--- src/rtl/knn_topk_sort_if.sv ---
// knn_topk_sort_if
//   Candidate stream carried from the distance datapath into knn_topk_sort.
//   master : upstream distance stage (drives in_valid/in_dist/in_label)
//   slave  : knn_topk_sort (drives in_ready)
//   in_valid  - a (distance, label) pair is offered
//   in_dist   - candidate distance, unsigned, DIST_W bits
//   in_label  - candidate label, LABEL_W bits
//   in_ready  - the sorter can take the pair this cycle
interface knn_topk_sort_if #(
  parameter int DIST_W  = 32,
  parameter int LABEL_W = 8
);
  logic               in_valid;
  logic [DIST_W-1:0]  in_dist;
  logic [LABEL_W-1:0] in_label;
  logic               in_ready;

  modport master (output in_valid, output in_dist, output in_label, input in_ready);
  modport slave  (input in_valid, input in_dist, input in_label, output in_ready);
endinterface

--- src/rtl/knn_topk_sort.sv ---
// knn_topk_sort
//   Keeps the K smallest (distance, label) pairs seen so far, sorted nearest
//   first, with an optional majority-vote engine over the kept labels.
//   Optional feature macro: KNN_VOTE_EN (vote engine present when defined).
// Ports:
//   clk, rst          - clock, synchronous active-high reset
//   clear             - pulse: empty the list and abort any insert/vote
//   in_if (slave)     - candidate stream (in_valid/in_dist/in_label/in_ready)
//   count             - number of valid entries, saturates at K
//   rd_idx            - read index, 0 = nearest
//   rd_dist/rd_label  - entry rd_idx (combinational); empty slots read all-ones/0
//   vote_start        - pulse: start a majority vote (ignored without KNN_VOTE_EN)
//   vote_busy         - vote in progress
//   vote_done         - one-cycle pulse, vote_label valid
//   vote_label        - winning label, held until the next vote or clear
module knn_topk_sort #(
  parameter int K       = 4,
  parameter int DIST_W  = 32,
  parameter int LABEL_W = 8
) (
  input  logic                     clk,
  input  logic                     rst,
  input  logic                     clear,
  knn_topk_sort_if.slave           in_if,
  output logic [$clog2(K+1)-1:0]   count,
  input  logic [$clog2(K)-1:0]     rd_idx,
  output logic [DIST_W-1:0]        rd_dist,
  output logic [LABEL_W-1:0]       rd_label,
  input  logic                     vote_start,
  output logic                     vote_busy,
  output logic                     vote_done,
  output logic [LABEL_W-1:0]       vote_label
);
  localparam int CNT_W = $clog2(K + 1);
  localparam int IDX_W = $clog2(K);

  typedef enum logic [1:0] {
    IDLE   = 2'd0,
    INSERT = 2'd1
`ifdef KNN_VOTE_EN
    , VOTE = 2'd2
`endif
  } state_e;

  state_e             state_q, state_d;
  logic [DIST_W-1:0]  dist_q  [K];
  logic [DIST_W-1:0]  dist_d  [K];
  logic [LABEL_W-1:0] label_q [K];
  logic [LABEL_W-1:0] label_d [K];
  logic [K-1:0]       valid_q, valid_d;
  logic [CNT_W-1:0]   count_q, count_d;
  logic [DIST_W-1:0]  pend_dist_q, pend_dist_d;
  logic [LABEL_W-1:0] pend_label_q, pend_label_d;

  logic [K-1:0]       hit_s;
  logic [IDX_W-1:0]   pos_s;
  logic               found_s;
  logic               in_ready_s;
  logic               accept_s;
  logic               rd_hit_s;

`ifdef KNN_VOTE_EN
  logic [IDX_W-1:0]   vidx_q, vidx_d;
  logic [LABEL_W-1:0] best_q, best_d;
  logic [CNT_W-1:0]   best_occ_q, best_occ_d;
  logic               vote_busy_q, vote_busy_d;
  logic               vote_done_q, vote_done_d;
  logic [LABEL_W-1:0] vote_label_q, vote_label_d;
  logic [CNT_W-1:0]   occ_s;
  logic [LABEL_W-1:0] cand_best_s;
  logic [CNT_W-1:0]   cand_occ_s;

  assign in_ready_s = (state_q == IDLE) && !rst && !clear && !vote_start;
  assign vote_busy  = vote_busy_q;
  assign vote_done  = vote_done_q;
  assign vote_label = vote_label_q;
`else
  logic unused_vote_start_s;

  assign unused_vote_start_s = vote_start;
  assign in_ready_s = (state_q == IDLE) && !rst && !clear;
  assign vote_busy  = 1'b0;
  assign vote_done  = 1'b0;
  assign vote_label = '0;
`endif

  assign in_if.in_ready = in_ready_s;
  assign accept_s       = in_if.in_valid && in_ready_s;
  assign count          = count_q;

  // Read port: slots at or beyond count always read as empty.
  assign rd_hit_s = (CNT_W'(rd_idx) < count_q);
  assign rd_dist  = rd_hit_s ? dist_q[rd_idx]  : '1;
  assign rd_label = rd_hit_s ? label_q[rd_idx] : '0;

  // Insert position: lowest slot that is empty or strictly farther than the
  // pending pair; strict compare keeps equal distances behind older entries.
  always_comb begin
    hit_s = '0;
    pos_s = '0;
    for (int i = 0; i < K; i++) begin
      hit_s[i] = !valid_q[i] || (pend_dist_q < dist_q[i]);
    end
    for (int i = K - 1; i >= 0; i--) begin
      pos_s = hit_s[i] ? IDX_W'(i) : pos_s;
    end
  end

  assign found_s = |hit_s;

`ifdef KNN_VOTE_EN
  // Vote candidate: occurrences of label[vidx] among valid entries, and the
  // running best after considering it (strict > so nearer labels win ties).
  always_comb begin
    occ_s = '0;
    for (int j = 0; j < K; j++) begin
      occ_s = occ_s + CNT_W'(valid_q[j] && (label_q[j] == label_q[vidx_q]));
    end
    if (occ_s > best_occ_q) begin
      cand_best_s = label_q[vidx_q];
      cand_occ_s  = occ_s;
    end else begin
      cand_best_s = best_q;
      cand_occ_s  = best_occ_q;
    end
  end
`endif

  // Next-state logic for the list, the pending pair and the vote engine.
  always_comb begin
    state_d      = state_q;
    dist_d       = dist_q;
    label_d      = label_q;
    valid_d      = valid_q;
    count_d      = count_q;
    pend_dist_d  = pend_dist_q;
    pend_label_d = pend_label_q;
`ifdef KNN_VOTE_EN
    vidx_d       = vidx_q;
    best_d       = best_q;
    best_occ_d   = best_occ_q;
    vote_busy_d  = vote_busy_q;
    vote_done_d  = 1'b0;
    vote_label_d = vote_label_q;
`endif
    case (state_q)
      IDLE: begin
        if (accept_s) begin
          pend_dist_d  = in_if.in_dist;
          pend_label_d = in_if.in_label;
          state_d      = INSERT;
        end
`ifdef KNN_VOTE_EN
        else if (vote_start) begin
          if (count_q == '0) begin
            // Empty list: answer immediately with label 0.
            vote_done_d  = 1'b1;
            vote_label_d = '0;
          end else begin
            state_d     = VOTE;
            vote_busy_d = 1'b1;
            vidx_d      = '0;
            best_d      = '0;
            best_occ_d  = '0;
          end
        end
`endif
        else begin
          state_d = IDLE;
        end
      end
      INSERT: begin
        if (found_s) begin
          for (int i = 1; i < K; i++) begin
            if (i > int'(pos_s)) begin
              dist_d[i]  = dist_q[i-1];
              label_d[i] = label_q[i-1];
              valid_d[i] = valid_q[i-1];
            end else begin
              dist_d[i]  = dist_q[i];
              label_d[i] = label_q[i];
              valid_d[i] = valid_q[i];
            end
          end
          dist_d[pos_s]  = pend_dist_q;
          label_d[pos_s] = pend_label_q;
          valid_d[pos_s] = 1'b1;
          count_d = (count_q < CNT_W'(K)) ? (count_q + CNT_W'(1)) : count_q;
        end else begin
          count_d = count_q;
        end
        state_d = IDLE;
      end
`ifdef KNN_VOTE_EN
      VOTE: begin
        best_d     = cand_best_s;
        best_occ_d = cand_occ_s;
        if (CNT_W'(vidx_q) == (count_q - CNT_W'(1))) begin
          vote_label_d = cand_best_s;
          vote_done_d  = 1'b1;
          vote_busy_d  = 1'b0;
          state_d      = IDLE;
        end else begin
          vidx_d = vidx_q + IDX_W'(1);
        end
      end
`endif
      default: begin
        state_d = IDLE;
      end
    endcase
  end

  // State registers; clear returns everything to the reset image.
  always_ff @(posedge clk) begin
    if (rst || clear) begin
      state_q <= IDLE;
      for (int i = 0; i < K; i++) begin
        dist_q[i]  <= '1;
        label_q[i] <= '0;
      end
      valid_q      <= '0;
      count_q      <= '0;
      pend_dist_q  <= '0;
      pend_label_q <= '0;
`ifdef KNN_VOTE_EN
      vidx_q       <= '0;
      best_q       <= '0;
      best_occ_q   <= '0;
      vote_busy_q  <= 1'b0;
      vote_done_q  <= 1'b0;
      vote_label_q <= '0;
`endif
    end else begin
      state_q      <= state_d;
      dist_q       <= dist_d;
      label_q      <= label_d;
      valid_q      <= valid_d;
      count_q      <= count_d;
      pend_dist_q  <= pend_dist_d;
      pend_label_q <= pend_label_d;
`ifdef KNN_VOTE_EN
      vidx_q       <= vidx_d;
      best_q       <= best_d;
      best_occ_q   <= best_occ_d;
      vote_busy_q  <= vote_busy_d;
      vote_done_q  <= vote_done_d;
      vote_label_q <= vote_label_d;
`endif
    end
  end
endmodule

--- src/flat_wrapper.sv ---
// flat-port wrapper written by rule: the top's interface ports become plain ports
module knn_topk_sort_flat 
#(
  parameter int K       = 4,
  parameter int DIST_W  = 32,
  parameter int LABEL_W = 8
)
  (clk, rst, clear, count, rd_idx, rd_dist, rd_label, vote_start, vote_busy, vote_done, vote_label, in_if_in_valid, in_if_in_dist, in_if_in_label, in_if_in_ready);
  knn_topk_sort_if #(.DIST_W(DIST_W), .LABEL_W(LABEL_W)) in_if_i ();
  input  logic clk;
  input  logic rst;
  input  logic clear;
  output logic [$clog2(K+1)-1:0] count;
  input  logic [$clog2(K)-1:0] rd_idx;
  output logic [DIST_W-1:0] rd_dist;
  output logic [LABEL_W-1:0] rd_label;
  input  logic vote_start;
  output logic vote_busy;
  output logic vote_done;
  output logic [LABEL_W-1:0] vote_label;
  input wire logic [$bits(in_if_i.in_valid)-1:0] in_if_in_valid;
  input wire logic [$bits(in_if_i.in_dist)-1:0] in_if_in_dist;
  input wire logic [$bits(in_if_i.in_label)-1:0] in_if_in_label;
  output wire logic [$bits(in_if_i.in_ready)-1:0] in_if_in_ready;
  assign in_if_i.in_valid = in_if_in_valid;
  assign in_if_i.in_dist = in_if_in_dist;
  assign in_if_i.in_label = in_if_in_label;
  assign in_if_in_ready = in_if_i.in_ready;
  knn_topk_sort #(.K(K), .DIST_W(DIST_W), .LABEL_W(LABEL_W)) u_core (.clk(clk), .rst(rst), .clear(clear), .in_if(in_if_i), .count(count), .rd_idx(rd_idx), .rd_dist(rd_dist), .rd_label(rd_label), .vote_start(vote_start), .vote_busy(vote_busy), .vote_done(vote_done), .vote_label(vote_label));
endmodule
--- config.mk ---
export PLATFORM = sky130hd
export DESIGN_NAME = knn_topk_sort_flat
export DESIGN_NICKNAME = d
export VERILOG_FILES = /design/src/rtl/knn_topk_sort_if.sv /design/src/rtl/knn_topk_sort.sv /design/src/flat_wrapper.sv
export SDC_FILE = /design/constraint.sdc
export NUM_CORES = 1
export LEC_CHECK = 0
export CAP_MARGIN = 10
export CELL_PAD_IN_SITES_DETAIL_PLACEMENT = 2
export CELL_PAD_IN_SITES_GLOBAL_PLACEMENT = 2
export CORE_AREA = 5 5 184 231
export DETAILED_ROUTE_END_ITERATION = 6
export DIE_AREA = 0 0 189 236
export PLACE_DENSITY = 0.84
export SETUP_SLACK_MARGIN = 0.1
export SLEW_MARGIN = 10
export SYNTH_ARGS = -nofsm -noshare
export SYNTH_HDL_FRONTEND = slang
export SYNTH_SLANG_ARGS = --single-unit
--- constraint.sdc ---
create_clock -name clk -period 2.48 [get_ports clk]
set_clock_uncertainty 0.1 [all_clocks]
set_input_delay 0.496 -clock clk [delete_from_list [all_inputs] [get_ports clk]]
set_output_delay 0.496 -clock clk [all_outputs]
set_load 0.01 [all_outputs]
# After elaboration in Yosys (flattened, before gate mapping)

Index checks and enable logic that the tools add are counted.

Add/sub/neg operators: 1
Magnitude comparators: 14
Equality and inequality tests: 1
Muxes and demuxes: 48
Bitwise logic cells: 4
Reduce and logical (&&, ||, !) cells: 22

Operators with widths:

| cell                                                        | count |
|---|---|
| two-way mux 32 bit                                          | 13 |
| bitwise mux 128 bit                                         | 1 |
| less-than comparator 32 bit                                 | 4 |
| two-way mux 8 bit                                           | 13 |
| binary-select mux 32 bit (select 2 bit)                     | 1 |
| demux 32 bit (select 2 bit)                                 | 1 |
| bitwise mux 32 bit                                          | 1 |
| binary-select mux 8 bit (select 2 bit)                      | 1 |
| demux 8 bit (select 2 bit)                                  | 1 |
| two-way mux 1 bit                                           | 11 |
| two-way mux 2 bit                                           | 4 |
| >= comparator 3 bit (second input constant)                 | 2 |
| logical NOT 1 bit                                           | 6 |
| inverter 2 -> 3 bit                                         | 2 |
| logical AND 1 bit                                           | 5 |
| logical OR 1 bit                                            | 5 |
| greater-than comparator 2 bit (first input constant)        | 2 |
| bitwise OR 4 bit                                            | 1 |
| AND reduction 2 bit                                         | 2 |
| OR reduction 4 bit                                          | 1 |
| adder 3 x 1 -> 3 bit (second input constant)                | 1 |
| less-than comparator 2 x 3 -> 1 bit                         | 1 |
| less-than comparator 2 x 3 -> 1 bit (second input constant) | 1 |
| less-than comparator 3 x 1 -> 1 bit (second input constant) | 1 |
| other kinds (9)                                             | 9 |

Register bits after elaboration: 209
Bits of input ports: 47
Output and inout port bits: 54
Logic and storage cells: 103

# Longest topological paths before layout

Word-level depth: 12
Gate-level depth with buffers: 13
Mapped depth without buffers: 10

# Worst setup path after synthesis

Ideal clock, no wire load.

Path type: reg2reg
Start point: reg u_core.pend_dist_q[17]
End point: reg u_core.label_q[0] in the netlist's numbering
Setup time: 0.095 ns
Data arrival time: 2.490 ns
Data required time: 2.285 ns
Slack: -0.205 ns
Stages on the path, launching flop included: 12
Buffers on the path: 3
Clock period less this slack: 2.685 ns
Path through: dfxtp_1 ha_1 a21oi_1 o21ai_0 a221o_1 a32oi_1 o21ai_0 clkbuf_1 and4_1 clkbuf_1 buf_2 a221oi_1

Word-level cells in the longest chain between the ends: 12
Elaborated cells on any way between the ends: 25
Classes of those cells: order compare (7); mux (10); bitwise (1); reduce/logical (7)

Ends and longest elaborated chain:

| what                                                                                             | RTL line             | source |
|---|---|---|
| start, declared                                                                                  | knn_topk_sort.sv:52  | `logic [DIST_W-1:0] pend_dist_q, pend_dist_d;` |
| start signal, assigned                                                                           | knn_topk_sort.sv:240 | `pend_dist_q <= pend_dist_d;` |
| less-than comparator 32 bit                                                                      | knn_topk_sort.sv:102 | `hit_s[i] = !valid_q[i] \|\| (pend_dist_q < dist_q[i]);` |
| logical OR 1 bit                                                                                 | knn_topk_sort.sv:102 |  |
| two-way mux 2 bit (4 in series)                                                                  | knn_topk_sort.sv:105 | `pos_s = hit_s[i] ? IDX_W'(i) : pos_s;` |
| inverter 2 -> 3 bit (implied by the code)                                                        | knn_topk_sort.sv:186 | `label_d[pos_s] = pend_label_q;` |
| >= comparator 3 bit (implied by the code) or less-than comparator 3 x 1 -> 1 bit (tied branches) | knn_topk_sort.sv:186 |  |
| logical AND 1 bit (implied by the code)                                                          | knn_topk_sort.sv:186 |  |
| two-way mux 8 bit (implied by the code)                                                          | knn_topk_sort.sv:186 |  |
| demux 8 bit (select 2 bit)                                                                       | knn_topk_sort.sv:186 |  |
| bitwise mux 32 bit                                                                               | knn_topk_sort.sv:186 |  |
| end signal, assigned                                                                             | knn_topk_sort.sv:237 | `label_q <= label_d;` |
| end, declared                                                                                    | knn_topk_sort.sv:48  | `logic [LABEL_W-1:0] label_q [K];` |

Parallel ways exist; a longest one is shown, timed or not. The select of a mux whose other input is x is not followed.
A chain may end at the register's enable or synchronous reset.

# Worst setup path in the final report

Start point: reg u_core.dist_q[57] in the netlist's numbering
End point: reg u_core.dist_q[32] in the netlist's numbering

Word-level cells in the longest chain between the ends: 11
Elaborated cells on any way between the ends: 18
Classes of those cells: order compare (4); mux (9); bitwise (1); reduce/logical (4)

Ends and longest elaborated chain:

| what                                                                                             | RTL line             | source |
|---|---|---|
| start, declared                                                                                  | knn_topk_sort.sv:46  | `logic [DIST_W-1:0] dist_q [K];` |
| start signal, assigned                                                                           | knn_topk_sort.sv:236 | `dist_q <= dist_d;` |
| less-than comparator 32 bit *                                                                    | knn_topk_sort.sv:102 |  |
| logical OR 1 bit *                                                                               | knn_topk_sort.sv:102 |  |
| two-way mux 2 bit (3 in series)                                                                  | knn_topk_sort.sv:105 |  |
| inverter 2 -> 3 bit (implied by the code)                                                        | knn_topk_sort.sv:185 | `dist_d[pos_s] = pend_dist_q;` |
| >= comparator 3 bit (implied by the code) or less-than comparator 3 x 1 -> 1 bit (tied branches) | knn_topk_sort.sv:185 |  |
| logical AND 1 bit (implied by the code)                                                          | knn_topk_sort.sv:185 |  |
| two-way mux 32 bit (implied by the code)                                                         | knn_topk_sort.sv:185 |  |
| demux 32 bit (select 2 bit)                                                                      | knn_topk_sort.sv:185 |  |
| bitwise mux 128 bit                                                                              | knn_topk_sort.sv:185 |  |

Every way passes the cells marked *; elsewhere a longest branch is shown, timed or not. The select of a mux whose other input is x is not followed.

==> flow_summary.json <==
{
  "status": "finished with violations",
  "violations": "negative setup slack",
  "pwr-share-comb": 0.189,
  "rows": 82,
  "yosysWarnings": 0,
  "grt_pass1_vias": 18600,
  "grtUsageTotal": 0.418,
  "cp_max_fo": 6,
  "grt_max_degree": 56,
  "slew_headroom": 0.328,
  "via_per_inst": 7.17,
  "hold_violations": 0,
  "p_sw_frac": 0.330,
  "max_stage_delay_ns": 0.46,
  "finalNonFillerCells": 2482,
  "synth_area_per_cell_um2": 8.26,
  "finalWorstSetupSlack_ns": -1.17,
  "antenna_found_initial": 8,
  "worstMarginPinSlew_ns": 1.01,
  "cts_root_buf": "clkbuf_16",
  "place_ws_ns": -0.785,
  "vias": 17800,
  "worst_setup_path_start_kind": "flop",
  "grt_pass1_wl_um": 138000,
  "switching_power_mw": 3.17,
  "post-synth-top-count-cell": "nand2_1",
  "fin_util": 0.554,
  "finalWirelength_um": 117000,
  "syn_to_final_growth_pct": 75.2,
  "critical_path_arrival_ns": 4.00,
  "ys_seq_area_frac": 0.330,
  "synthTopCellsByArea": "dfxtp_1, ha_1, o21ai_0, mux4_2, nand2_1",
  "detail-route-antenna-nets": 0,
  "drive_above_1_share": 0.525,
  "p_leak_nw": 9.74,
  "crit_chain": "inv_1 > ha_1 > a21oi_2 > o21ai_1 > a221o_1 > a2bb2oi_4 > buf_4 > o21ai_4 > buf_4 > a211oi_4 > buf_8 > buf_12 > o2bb2ai_4",
  "synth_area_um2": 12600,
  "dp.cells": 2308,
  "htree_levels": 1,
  "initial_utilization": 0.316,
  "drtIter0Drc": 2191,
  "cts.sinks": 208,
  "synth_top_area_cell": "dfxtp_1",
  "ys_types": 53,
  "die_area_um2": 44600,
  "period_minus_slack_ns": 3.65,
  "power_density_nw_per_um2": 434,
  "synth_common_cells": "nand2_1, dfxtp_1, o21ai_0, inv_1, ha_1",
  "min_path_type": "in2reg",
  "synthCells": 1529,
  "fillCellCount": 3842,
  "cp_slowest_cell": "a221o_1",
  "cts_made_buffers": 25,
  "rsz0062_at_grt": "true",
  "layout.nets": 2132,
  "drc_errors": 0,
  "core_um2": 39900,
  "crit_type": "reg2reg",
  "synth_top_area_frac": 0.330,
  "async_flop_share": 0,
  "crit_path_frequent_cell": "buf_4",
  "die_y_um": 236,
  "p_seq_frac": 0.370,
  "maxSlewViolCount": 0,
  "crit_required_ns": 2.83,
  "period_share": 1.47,
  "clkTransAtPathRegs_ns": 0.08,
  "post-dp-hpwl_um": 47100,
  "overflow": 0,
  "ios": 101,
  "clkPwrFrac": 0.441,
  "cts_hold_buffers": 0,
  "clockBufferDepth": 3,
  "p_int_mw": 6.43,
  "cts_tree": "done",
  "port_buffers": 89,
  "yosys_most_used_dff": "dfxtp_1",
  "dr.pass1.iters": 6,
  "place_congestion": 0.847,
  "vdd_drop_max_uv": 613,
  "die_w_um": 189,
  "detail_route.wl_per_cell_um": 47.3,
  "clock_latency_ns": 0.60,
  "synth_edf_count": 0,
  "setup_viol": 206,
  "fmax_ghz": 0.274,
  "synth_seq_cells": 208,
  "end_kind": "flop",
  "maxCapViolations": 0
}
what timing repair did:
| item | in CTS | in global routing |
|---|---|---|
| resized for setup | 531 | 355 |
| pin swaps | 75 | 116 |
| endpoints found under the hold margin | 0 | 0 |
| setup buffers | 50 | 55 |
| gates cloned | 17 | 13 |
| setup endpoints to repair | 206 | 206 |
stage by stage:
| step | total power, mW | hold slack, ns | cell area, um^2 | setup TNS [ns] |
|---|---|---|---|---|
| 2_1_floorplan | 4.04 | 0.345 | 13300 | -1.05 |
| 3_3_place_gp | 4.51 | 0.355 | 16800 | -72.27 |
| 3_5_place_dp | 4.63 | 0.379 | 16800 | -111.83 |
| 4_1_cts | 8.85 | 0.386 | 20000 | -74.72 |
| 5_1_grt | 9.63 | 0.413 | 22100 | -156.04 |
| 6_report | 9.61 | 0.383 | 22100 | -171.84 |
worst max-delay path, delay by kind of cell (launching register included):
family,cells,cell delay (ns)
AOI/OAI and AO/OA,7,1.75
DFF,1,0.43
adders and majority gates,1,0.33
buffers and inverters,5,0.89
registers in the layout (all words and copies together) (netlist names):
| signal | flops |
|---|---|
| u_core.count | 3 |
| u_core.dist_q | 128 |
| u_core.label_q | 32 |
| u_core.pend_dist_q | 32 |
| u_core.pend_label_q | 8 |
| u_core.state_q | 1 |
| u_core.valid_q | 4 |
power groups by stage:
stage	Clock, mW	Sequential (mW)	Combinational, mW
after global placement	0	3.57	0.947
after detailed placement	0	3.58	1.05
final	4.24	3.55	1.82
after global routing	4.28	3.55	1.80
after CTS	3.98	3.51	1.35
after floorplan	0	3.57	0.470
cell families after synthesis:
logic type | after synthesis | synth area share
flops | 208 | 0.330
simple gates | 381 | 0.133
buf+inv | 257 | 0.0832
fa+ha+maj | 126 | 0.125
other cells | 1 | 0.000297
compound gates | 515 | 0.256
mux | 41 | 0.0721
per-layer routing:
layer	routed length [um]	part of all wire	global-route usage
met1	38600	0.33	0.431
met2	51000	0.43	0.679
met3	12300	0.10	0.119
met4	15500	0.13	0.386
met5	60	0.00051	0
placed cells by master (no fill, tap or decap), types with 15 or more instances in the layout:
| cell | netlist | layout |
|---|---|---|
| a21oi_1 | 105 | 47 |
| a21oi_2 | 0 | 44 |
| a22oi_1 | 72 | 16 |
| a22oi_2 | 0 | 56 |
| buf_12 | 0 | 63 |
| buf_4 | 11 | 275 |
| buf_6 | 3 | 88 |
| clkbuf_16 | 0 | 36 |
| clkdlybuf4s50_1 | 0 | 46 |
| dfxtp_1 | 208 | 139 |
| dfxtp_2 | 0 | 49 |
| dfxtp_4 | 0 | 20 |
| ha_1 | 126 | 75 |
| ha_4 | 0 | 50 |
| inv_1 | 139 | 125 |
| mux4_2 | 40 | 40 |
| nand2_1 | 237 | 189 |
| nand2_2 | 0 | 22 |
| nand2_4 | 0 | 24 |
| nor2_1 | 49 | 42 |
| nor2b_4 | 0 | 15 |
| o211ai_1 | 35 | 35 |
| o21ai_0 | 184 | 90 |
| o21ai_1 | 4 | 57 |
| o21ai_2 | 0 | 34 |
| o2bb2ai_2 | 0 | 25 |
| or2_4 | 0 | 32 |
final cells by class:
type | count | area, um^2 | share of cell area
multi-input cells | 1074 | 10300 | 0.464
diodes | 1 | 2.50 | 0.000113
repair buffers | 510 | 5560 | 0.251
flip-flops and latches | 208 | 4300 | 0.194
clock inverters | 16 | 165 | 0.00747
well taps | 504 | 631 | 0.0285
inverters | 140 | 531 | 0.0240
clock buffers | 29 | 671 | 0.0303
final timing paths:
kind / slack (ns) / cells past startpoint / end / start
worst max-delay path: -1.17 / 13 / u_core.dist_q[32] / u_core.dist_q[57]
worst min-delay path: 0.38 / 3 / u_core.pend_dist_q[21] / in_if_in_dist[21]
worst max register to register: -1.17 / 13 / u_core.dist_q[32] / u_core.dist_q[57]
worst min register to register: 0.43 / 2 / u_core.label_q[3] / u_core.label_q[3]
Power figures use the tool's default switching activity.
